`src/rtl/universal_shiftreg.sv`:
```
// Universal shift register: shl/shr/rotl/rotr over a programmed step count, parallel load, start/done handshake.
// Define SHIFTREG_PARITY_EN to add the combinational parity output (^q).
module universal_shiftreg #(
  parameter int WIDTH = 6,
  parameter int AMT_W = 3
) (
  input  logic             clock,
  input  logic             resetn,
  input  logic             start,
  input  logic [2:0]       mode,
  input  logic [AMT_W-1:0] amount,
  input  logic             sin,
  input  logic [WIDTH-1:0] pdata,
  output logic [WIDTH-1:0] q,
  output logic             sout,
  output logic             busy,
  output logic             done
`ifdef SHIFTREG_PARITY_EN
  ,
  output logic             parity
`endif
);

  // state  | meaning
  // S_IDLE | waiting for start; q holds
  // S_RUN  | one step of the latched mode per edge, count counts down
  // S_DONE | one-cycle done pulse; start ignored
  typedef enum logic [1:0] {
    S_IDLE = 2'd0,
    S_RUN  = 2'd1,
    S_DONE = 2'd2
  } state_t;

  localparam logic [2:0] M_HOLD = 3'd0;
  localparam logic [2:0] M_SHL  = 3'd1;
  localparam logic [2:0] M_SHR  = 3'd2;
  localparam logic [2:0] M_ROTL = 3'd3;
  localparam logic [2:0] M_ROTR = 3'd4;
  localparam logic [2:0] M_LOAD = 3'd5;

  state_t           state;
  state_t           state_nxt;
  logic [2:0]       mode_l;
  logic [AMT_W-1:0] count;
  logic [WIDTH-1:0] q_step;
  logic             is_shift;

  assign is_shift = (mode >= M_SHL) && (mode <= M_ROTR);

  always_ff @(posedge clock or negedge resetn) begin
    if (!resetn) state <= S_IDLE;
    else         state <= state_nxt;
  end

  always_comb begin
    state_nxt = state;
    case (state)
      S_IDLE: begin
        if (start) begin
          if (is_shift && (amount != '0)) state_nxt = S_RUN;
          else                            state_nxt = S_DONE;
        end
      end
      S_RUN:   if (count == AMT_W'(1)) state_nxt = S_DONE;
      S_DONE:  state_nxt = S_IDLE;
      default: state_nxt = S_IDLE;
    endcase
  end

  always_comb begin
    busy = (state == S_RUN);
    done = (state == S_DONE);
    // Right-moving modes expose the bit about to fall off the low end.
    if ((mode_l == M_SHR) || (mode_l == M_ROTR)) sout = q[0];
    else                                         sout = q[WIDTH-1];
  end

  always_comb begin
    q_step = q;
    case (mode_l)
      M_SHL:   q_step = {q[WIDTH-2:0], sin};
      M_SHR:   q_step = {sin, q[WIDTH-1:1]};
      M_ROTL:  q_step = {q[WIDTH-2:0], q[WIDTH-1]};
      M_ROTR:  q_step = {q[0], q[WIDTH-1:1]};
      default: q_step = q;
    endcase
  end

  always_ff @(posedge clock or negedge resetn) begin
    if (!resetn) begin
      q      <= '0;
      count  <= '0;
      mode_l <= M_HOLD;
    end else begin
      case (state)
        S_IDLE: begin
          if (start) begin
            mode_l <= mode;
            count  <= amount;
            if (mode == M_LOAD) q <= pdata;
          end
        end
        S_RUN: begin
          q     <= q_step;
          count <= count - AMT_W'(1);
        end
        default: ;
      endcase
    end
  end

`ifdef SHIFTREG_PARITY_EN
  assign parity = ^q;
`endif

endmodule

```
`config.mk`:
```
export PLATFORM = sky130hd
export DESIGN_NAME = universal_shiftreg
export DESIGN_NICKNAME = d
export VERILOG_FILES = /design/src/rtl/universal_shiftreg.sv
export SDC_FILE = /design/constraint.sdc
export NUM_CORES = 1
export LEC_CHECK = 0
export CORE_MARGIN = 8
export CORE_UTILIZATION = 47
export DETAILED_ROUTE_END_ITERATION = 8
export MAX_ROUTING_LAYER = met4
export PLACE_DENSITY = 0.87
export SYNTH_ARGS = -nofsm -noshare
export SYNTH_HDL_FRONTEND = slang
export SYNTH_SLANG_ARGS = --single-unit
```
`constraint.sdc`:
```
create_clock -name clock -period 2 [get_ports clock]
set_input_delay 0.2 -clock clock [delete_from_list [all_inputs] [get_ports clock]]
set_output_delay 0.2 -clock clock [all_outputs]
set_load 0.02 [all_outputs]
```
==> impl_metrics.ini, run 1 <==
[run_status]
outcome = complete, no violations

[global_routing]
antenna_found_initial = 0
grt_max_degree = 15
grt_pass1_wl_um = 3990
globalRoute.totalOverflow = 0
grt_usage_pct = 14.3
grt_pass1_vias = 924

[clock_network]
insertion_delay_ps = 270
cts_hold_buf = 0
clockBufferDepth = 2
cts_tree = yes
root_buffer = clkbuf_4
clk_pin_slew_ps = 80
cts_made_buffers = 3
htree_levels = 1
clock-sinks = 14

[power_and_ir_drop]
p_leak_nw = 0.502
p_clk_share_pct = 7.4
internal-power_mw = 1.11
sequentialPowerShare_pct = 32.6
power.switching_mw = 0.945
comb_power_share_pct = 60.0
peakVddDrop_mv = 0.905
p_per_area_mw_per_mm2 = 1640
switching_share_pct = 46.0

[synthesis]
synth-async-reset-ratio_pct = 100
syn_area_um2 = 962
yosys_warnings = 0
syn_avg_cell_area_um2 = 9.25
ys_top_cells_by_area = dfrtp_1 (36%), mux2_2 (5.9%), nor2_1 (5.9%)
ys_seq_area_share_pct = 36.4
yosysMostFrequentCell = nor2_1
synth_edf_count = 0
synthCells = 104
ys_ff_latch = 14
synthFlopType = dfrtp_1
synth_nets = 122
synth_commonest_cells = nor2_1 (15), dfrtp_1 (14), a31oi_1 (8), o21ai_0 (8)
synth_top_area_share_pct = 36.4
yosys.area.top_type = dfrtp_1
yosys.cell_types.count = 36

[route]
routed_via_density = 6.05
drt-total-wl_um = 2460
vias = 944
final_antenna_net_count = 0
drc = 0
drt_first_pass_iters = 5
dr.first_iter.drc_count = 29
routedWlPerCell_um = 15.7

[floorplanning]
fp.dieH_um = 61.2
core-area_mm2 = 0.00194
ios = 25
start_util_pct = 49.5
die_x_um = 61.2
row_count = 16
die_area_mm2 = 0.00375

[place]
place_congestion = 0.872
hpwl_um = 1890
port_buffers = 24

[layout]
final_core_util_pct = 64.4
drive_gt1_share_pct = 14.7
n_antenna_cell = 0
area_growth_pct = 30.0
nNetsFinal = 149

[setup_path]
reg2reg_to = q[2]$_DFFE_PN0P_
critPathMaxFanout = 9
critPathMaxStageDelay_ps = 620
crit_slowest_cell = clkdlybuf4s50_1
reg2reg_slack_ps = 230
crit_arrival_ps = 1660
timing.critical_path.from_type = flop
rr_worst_depth = 5
required_ps = 1800
setup.worst_path.end_class = primary output
timing.rr.start = mode_l[2]$_DFFE_PN0P_
path_class = reg -> out
path_cells = and2b_1 -> clkdlybuf4s50_1

[sta]
slew_headroom_pct = 58.9
setup_viol = 0
report.final.hold_viol_count = 0
tightest_slew_ps = 615
fin_crit_sh_pct = 92.9
slew_viol_final = 0
fin_setup_tns_ps = 0
rsz0062_at_grt = false
fmax_ghz = 0.538
fin_crit_ps = 1860
finClkSkew_ps = 1.66

[run]
drv_cap = 0

[hold_path]
holdCritPathClass = in -> async
[layout make-up]
type | count | area, um^2
flip-flops and latches | 14 | 353
inverters | 6 | 25.0
multi-input cells | 78 | 548
fillers | 174 | 691
repair buffers | 28 | 269
well taps | 27 | 33.8
clock buffers | 3 | 22.5
[what timing repair did]
action | CTS | global route
resized for setup | 4 | 0
setup endpoints to repair | 1 | 0
setup buffers | 2 | 0
[cells in the final DEF (no fill, tap or decap), types with 3 or more instances in the layout]
cell,n
a31oi_1,8
buf_4,4
clkbuf_4,3
clkdlybuf4s50_1,23
dfrtp_1,12
inv_1,5
mux2_2,5
nand2_1,3
nand3_1,5
nor2_1,15
nor3_1,3
o21ai_0,8
[registers in the layout (all words and copies together) (netlist names)]
signal,cells
q,6
mode_l,3
count,3
state,2
[kinds of logic after synthesis]
logic type,synth area share (%)
buffers and inverters,7.80
adders and majority gates,2.60
xor gates and xnor gates,4.29
and+or+nand+nor,19.4
DFF,36.4
AOI/OAI and AO/OA,21.3
muxes,8.19
[metrics by stage]
stage	total power, mW	worst slack, ps	std cells	instance area [um^2]	hold WS, ps
after floorplan	1.47	603	104	962	-95.6
after global placement	1.79	221	151	1200	493
after detailed placement	1.84	150	151	1200	519
after CTS	2.04	140	156	1250	326
after global routing	2.19	59.0	156	1250	355
final	2.05	141	156	1250	309
[layer usage]
metal / routed length, um / vias up / GRT usage [%] / part of all wire, %
met5: 0 / - / - / 0
met4: 59 / 0 / 5.98 / 2.4
met3: 245 / 10 / 3.76 / 10
met2: 1160 / 64 / 23.1 / 47
met1: 989 / 437 / 16.2 / 40
li1: - / 433 / - / -
[how the worst max path moves through the flow]
| stage | from | endpoint | slack (ps) | cells past startpoint |
|---|---|---|---|---|
| floorplan | mode_l[2]$_DFFE_PN0P_ | q[1]$_DFFE_PN0P_ | 600 | 4 |
| global placement | mode_l[2]$_DFFE_PN0P_ | sout | 220 | 4 |
| detailed placement | mode_l[2]$_DFFE_PN0P_ | sout | 150 | 4 |
| CTS | state[0]$_DFFE_PN0P_ | busy | 140 | 2 |
| global route | state[0]$_DFFE_PN0P_ | busy | 60 | 2 |
| finish | state[0]$_DFFE_PN0P_ | busy | 140 | 2 |
[critical path: cells and delay by family (launching register included)]
| family | cells | cell delay (ps) |
|---|---|---|
| buffers and inverters | 1 | 620 |
| DFF | 1 | 550 |
| and+or+nand+nor | 1 | 210 |
[power groups by stage]
stage | sequential, mW | clock [mW] | combinational, mW
6_report | 0.670 | 0.152 | 1.23
3_3_place_gp | 0.655 | 0 | 1.13
2_1_floorplan | 0.606 | 0 | 0.867
5_1_grt | 0.696 | 0.168 | 1.33
3_5_place_dp | 0.666 | 0 | 1.17
4_1_cts | 0.662 | 0.158 | 1.22
Power figures use the tool's default switching activity.
==> inputs of run 2 (changes only) <==
CORE_ASPECT_RATIO = 0.7   (was unset)
SKIP_LAST_GASP = 1   (was unset)
==> run 2 against run 1 <==
  * Cell count shrank 1.9%
  * Maximum frequency shrank 0.33%
  * Clock-buffer cell count grew 1
  * Critical path type unchanged
==> impl_metrics.ini, run 2 (synthesized netlist as in run 1, its figures left out) <==
[sta]
tightest_slew_ps = 643
fin_crit_ps = 1860
fin_crit_sh_pct = 93.2
slew_viol_final = 0
fmax_ghz = 0.536
finClkSkew_ps = 1.36
fin_setup_tns_ps = 0
setup_ws_ps = 135
rsz0062_at_grt = false
slew_headroom_pct = 57.0
setup_viol = 0
report.final.hold_viol_count = 0

[clock_network]
clock-sinks = 14
cts_hold_buf = 0
root_buffer = clkbuf_4
insertion_delay_ps = 280
cts_tree = yes
clockBufferDepth = 2
cts_made_buffers = 3
clk_pin_slew_ps = 80
htree_levels = 1

[layout]
nFillCells = 150
largest_register_ffs = 6
final_common_cell = clkdlybuf4s50_1
drive_gt1_share_pct = 16.0
largestRegisters = q x6, count x3, mode_l x3
n_antenna_cell = 0
regMostFlops = q
nNetsFinal = 150
layout_common_cells = clkdlybuf4s50_1 (23), nor2_1 (15), dfrtp_1 (13)
area_growth_pct = 30.7

[setup_path]
path_class = reg -> out
timing.critical_path.from_type = flop
required_ps = 1800
reg2reg_slack_ps = 150
crit_arrival_ps = 1660
critPathMaxFanout = 9
reg2reg_to = q[4]$_DFFE_PN0P_
rr_worst_depth = 5
setup.worst_path.end_class = primary output
timing.rr.start = mode_l[2]$_DFFE_PN0P_

[route]
drt_first_pass_iters = 4
routed_via_density = 6.08
drc = 0
vias = 931
dr.first_iter.drc_count = 86
drt-total-wl_um = 2640
routedWlPerCell_um = 17.3
final_antenna_net_count = 0

[global_routing]
globalRoute.totalOverflow = 0
grt_pass1_vias = 910
grt_max_degree = 15
met1_usage_pct = 16.3
met3_usage_pct = 4.04
met2_usage_pct = 24.5
grt_pass1_wl_um = 4330
antenna_found_initial = 0
top_usage_layer = met2
grt_usage_pct = 14.8

[floorplanning]
die_x_um = 70.1
row_count = 13
start_util_pct = 51.0
die_area_mm2 = 0.00377
core-area_mm2 = 0.00189
fp.dieH_um = 53.9
ios = 25

[power_and_ir_drop]
p_leak_nw = 0.520
p_per_area_mw_per_mm2 = 1730
finalPower_mw = 2.17
peakVddDrop_mv = 1.03

[run]
drv_cap = 0

[place]
place_congestion = 0.844
preCtsSetupSlack_ps = 216
port_buffers = 24
hpwl_um = 1930

[hold_path]
holdCritPathClass = in -> async

[run_status]
outcome = complete, no violations
## run 2: repair_timing
| item | CTS | global route |
|---|---|---|
| pin swaps | 2 | 0 |
| setup buffers | 2 | 0 |
| endpoints found under the setup margin | 1 | 1 |
| resized for setup | 1 | 2 |
## run 2: routing by layer
layer  vias to the layer above  part of all wire [%]
met5                         -                     0
met4                         0                   2.7
met3                         8                   5.8
met2                        47                    49
met1                       441                    42
li1                        435                     -
## run 2: area by class of cell
cell class	instances	area (um^2)	area share [%]
well taps	22	27.5	2.19
clock buffers	4	36.3	2.89
repair buffers	29	280	22.3
multi-input cells	78	537	42.7
flip-flops and latches	14	352	28.0
inverters	6	25.0	1.99
## run 2: critical path: stages (launching register included)
cell and delay [ps]:
dfrtp_1 560, and2b_1 210, clkdlybuf4s50_1 610
## run 2: power by group
part | switching, mW | total (mW) | internal (mW) | leakage [nW]
Clock | 0.0909 | 0.202 | 0.111 | 0.0210
Combinational | 0.678 | 1.33 | 0.648 | 0.333
Sequential | 0.219 | 0.645 | 0.426 | 0.166
## run 2: how the worst max path moves through the flow
stage	start	end	slack, ps	depth (start not counted)
CTS	mode_l[1]$_DFFE_PN0P_	sout	40	4
global placement	mode_l[2]$_DFFE_PN0P_	sout	290	4
global route	mode_l[2]$_DFFE_PN0P_	q[2]$_DFFE_PN0P_	40	5
detailed placement	mode_l[2]$_DFFE_PN0P_	q[4]$_DFFE_PN0P_	220	5
finish	state[0]$_DFFE_PN0P_	busy	140	2
floorplan	mode_l[2]$_DFFE_PN0P_	q[1]$_DFFE_PN0P_	600	4
## run 2: metrics by stage
stage	instances	cell area, um^2	utilization (%)	hold slack (ps)
final	153	1260	66.6	309
after global routing	153	1260	66.6	342
after CTS	153	1250	66.4	316
after detailed placement	147	1200	63.7	525
after global placement	147	1200	63.7	498
after floorplan	104	962	-	-95.6
==> inputs of run 3 (changes only) <==
--- a/config.mk
+++ b/config.mk
@@ -6,4 +6,5 @@
 export NUM_CORES = 1
 export LEC_CHECK = 0
+export ABC_CLOCK_PERIOD_IN_PS = 2000
 export CORE_ASPECT_RATIO = 0.7
 export CORE_MARGIN = 8
==> constraint.sdc (replaced) <==
create_clock -name clock -period 2 [get_ports clock]
set_input_delay 0.3 -clock clock [delete_from_list [all_inputs] [get_ports clock]]
set_output_delay 0.3 -clock clock [all_outputs]
set_load 0.02 [all_outputs]
==> run 3 against run 2 <==
  * Via count is 2.4% lower
  * Wire length down 2.0%
  * First-iteration DRC count grew 5.8%
  * Die area did not move
  * Maximum frequency shrank 2.4%
  * Combinational power fell by 4%
  * Final area decreased by 0.10%
  * Non-clock buffer count is the same
  * Highest routed layer unchanged
==> impl_metrics.ini, run 3 (synthesized netlist as in run 1, its figures left out) <==
[layout]
n_antenna_cell = 0
area_growth_pct = 30.6
regMostFlops = q
finalNonFillerCells = 153
largest_register_ffs = 6
largestRegisters = q x6, count x3, mode_l x3
drive_gt1_share_pct = 15.3
nNetsFinal = 150
layout_common_cells = clkdlybuf4s50_1 (22), nor2_1 (15), dfrtp_1 (13)
finalInstanceArea_mm2 = 0.00126
nFillCells = 144
final_common_cell = clkdlybuf4s50_1

[sta]
fin_crit_sh_pct = 95.6
setup_viol = 0
slew_viol_final = 0
rsz0062_at_grt = false
report.final.hold_viol_count = 0
setup_ws_ps = 88.9
slew_headroom_pct = 57.4
finClkSkew_ps = 4.13
fin_setup_tns_ps = 0
fmax_ghz = 0.523
tightest_slew_ps = 637
fin_crit_ps = 1910

[power_and_ir_drop]
p_leak_nw = 0.528
p_per_area_mw_per_mm2 = 1690
peakVddDrop_mv = 1.01
finalPower_mw = 2.13

[run]
drv_cap = 0

[clock_network]
root_buffer = clkbuf_4
clk_pin_slew_ps = 90
clock-sinks = 14
cts_made_buffers = 3
insertion_delay_ps = 280
cts_tree = yes
htree_levels = 1
clockBufferDepth = 2

[route]
final_antenna_net_count = 0
drc = 0
drt_first_pass_iters = 4
drt-total-wl_um = 2590
routed_via_density = 5.94
routedWlPerCell_um = 16.9
vias = 909
dr.first_iter.drc_count = 91

[place]
dpl_cell_area_mm2 = 0.00121
place_congestion = 0.866
port_buffers = 24
hpwl_um = 1990
preCtsSetupSlack_ps = 176
post-place-cells = 148

[setup_path]
path_cells = nor2b_1 -> clkdlybuf4s50_1
required_ps = 1700
path_class = reg -> out
timing.critical_path.from_type = flop
timing.rr.start = mode_l[2]$_DFFE_PN0P_
rr_worst_depth = 5
reg2reg_slack_ps = 240
cp_num_buf_inv = 1
critical-path-top-delay-family = buffers and inverters
setup.worst_path.end_class = primary output
crit_slowest_cell = clkdlybuf4s50_1
reg2reg_to = q[2]$_DFFE_PN0P_
critPathMaxStageDelay_ps = 610
crit_arrival_ps = 1610
critPathMaxFanout = 9

[run_status]
outcome = complete, no violations

[hold_path]
holdCritPathClass = in -> async

[global_routing]
grt_usage_pct = 14.5
antenna_found_initial = 0
grt_max_degree = 15
grt_pass1_vias = 837
globalRoute.totalOverflow = 0
grt_pass1_wl_um = 4270

[floorplanning]
die_area_mm2 = 0.00377
core-area_mm2 = 0.00189
start_util_pct = 51.0
fp.dieH_um = 53.9
ios = 25
die_x_um = 70.1
row_count = 13
run 3: through the flow:
step	utilization [%]	hold WS (ps)
2_1_floorplan	-	4.41
3_3_place_gp	64.1	504
3_5_place_dp	64.1	508
4_1_cts	66.4	425
5_1_grt	66.6	459
6_report	66.6	401
run 3: worst register-to-register path, cell delays in order (launching register included):
cell,delay (ps)
dfrtp_1,450
buf_4,200
nor3_1,220
nor3_2,80
o21bai_2,310
mux2_2,380
run 3: timing repair:
item / in CTS / in global routing
pin swaps: 1 / 0
endpoints found under the hold margin: 0 / 0
resized for setup: 1 / 2
hold buffers: 0 / 0
setup endpoints to repair: 1 / 1
setup buffers: 1 / 0
run 3: area by class of cell:
class	count	area, um^2	share of cell area [%]
Clock buffer	4	36.3	2.89
Inverter	6	25.0	1.99
Multi-Input combinational cell	78	537	42.7
Sequential cell	14	352	28.0
Tap cell	22	27.5	2.19
Timing Repair Buffer	29	279	22.2
run 3: power by group:
group / total, mW / internal [mW] / switching, mW
Sequential: 0.643 / 0.425 / 0.218
Combinational: 1.28 / 0.622 / 0.655
Clock: 0.207 / 0.111 / 0.0963
run 3: per-layer routing:
metal  global-route usage [%]  vias to the layer above  part of all wire (%)
li1                         -                      440                     -
met1                     17.7                      425                    44
met3                     3.30                       10                   4.3
met4                     6.64                        0                   3.2
met5                        -                        -                     0
met2                     22.5                       34                    48
run 3: worst max path at each step:
stage               slack [ps]  depth (start not counted)               end                  start
floorplan                  600                          4  q[1]$_DFFE_PN0P_  mode_l[2]$_DFFE_PN0P_
global placement           210                          4              sout  mode_l[2]$_DFFE_PN0P_
detailed placement         180                          4              sout  mode_l[2]$_DFFE_PN0P_
CTS                         30                          2              busy   state[0]$_DFFE_PN0P_
global route                30                          2              done   state[1]$_DFFE_PN0P_
finish                      90                          2              done   state[1]$_DFFE_PN0P_
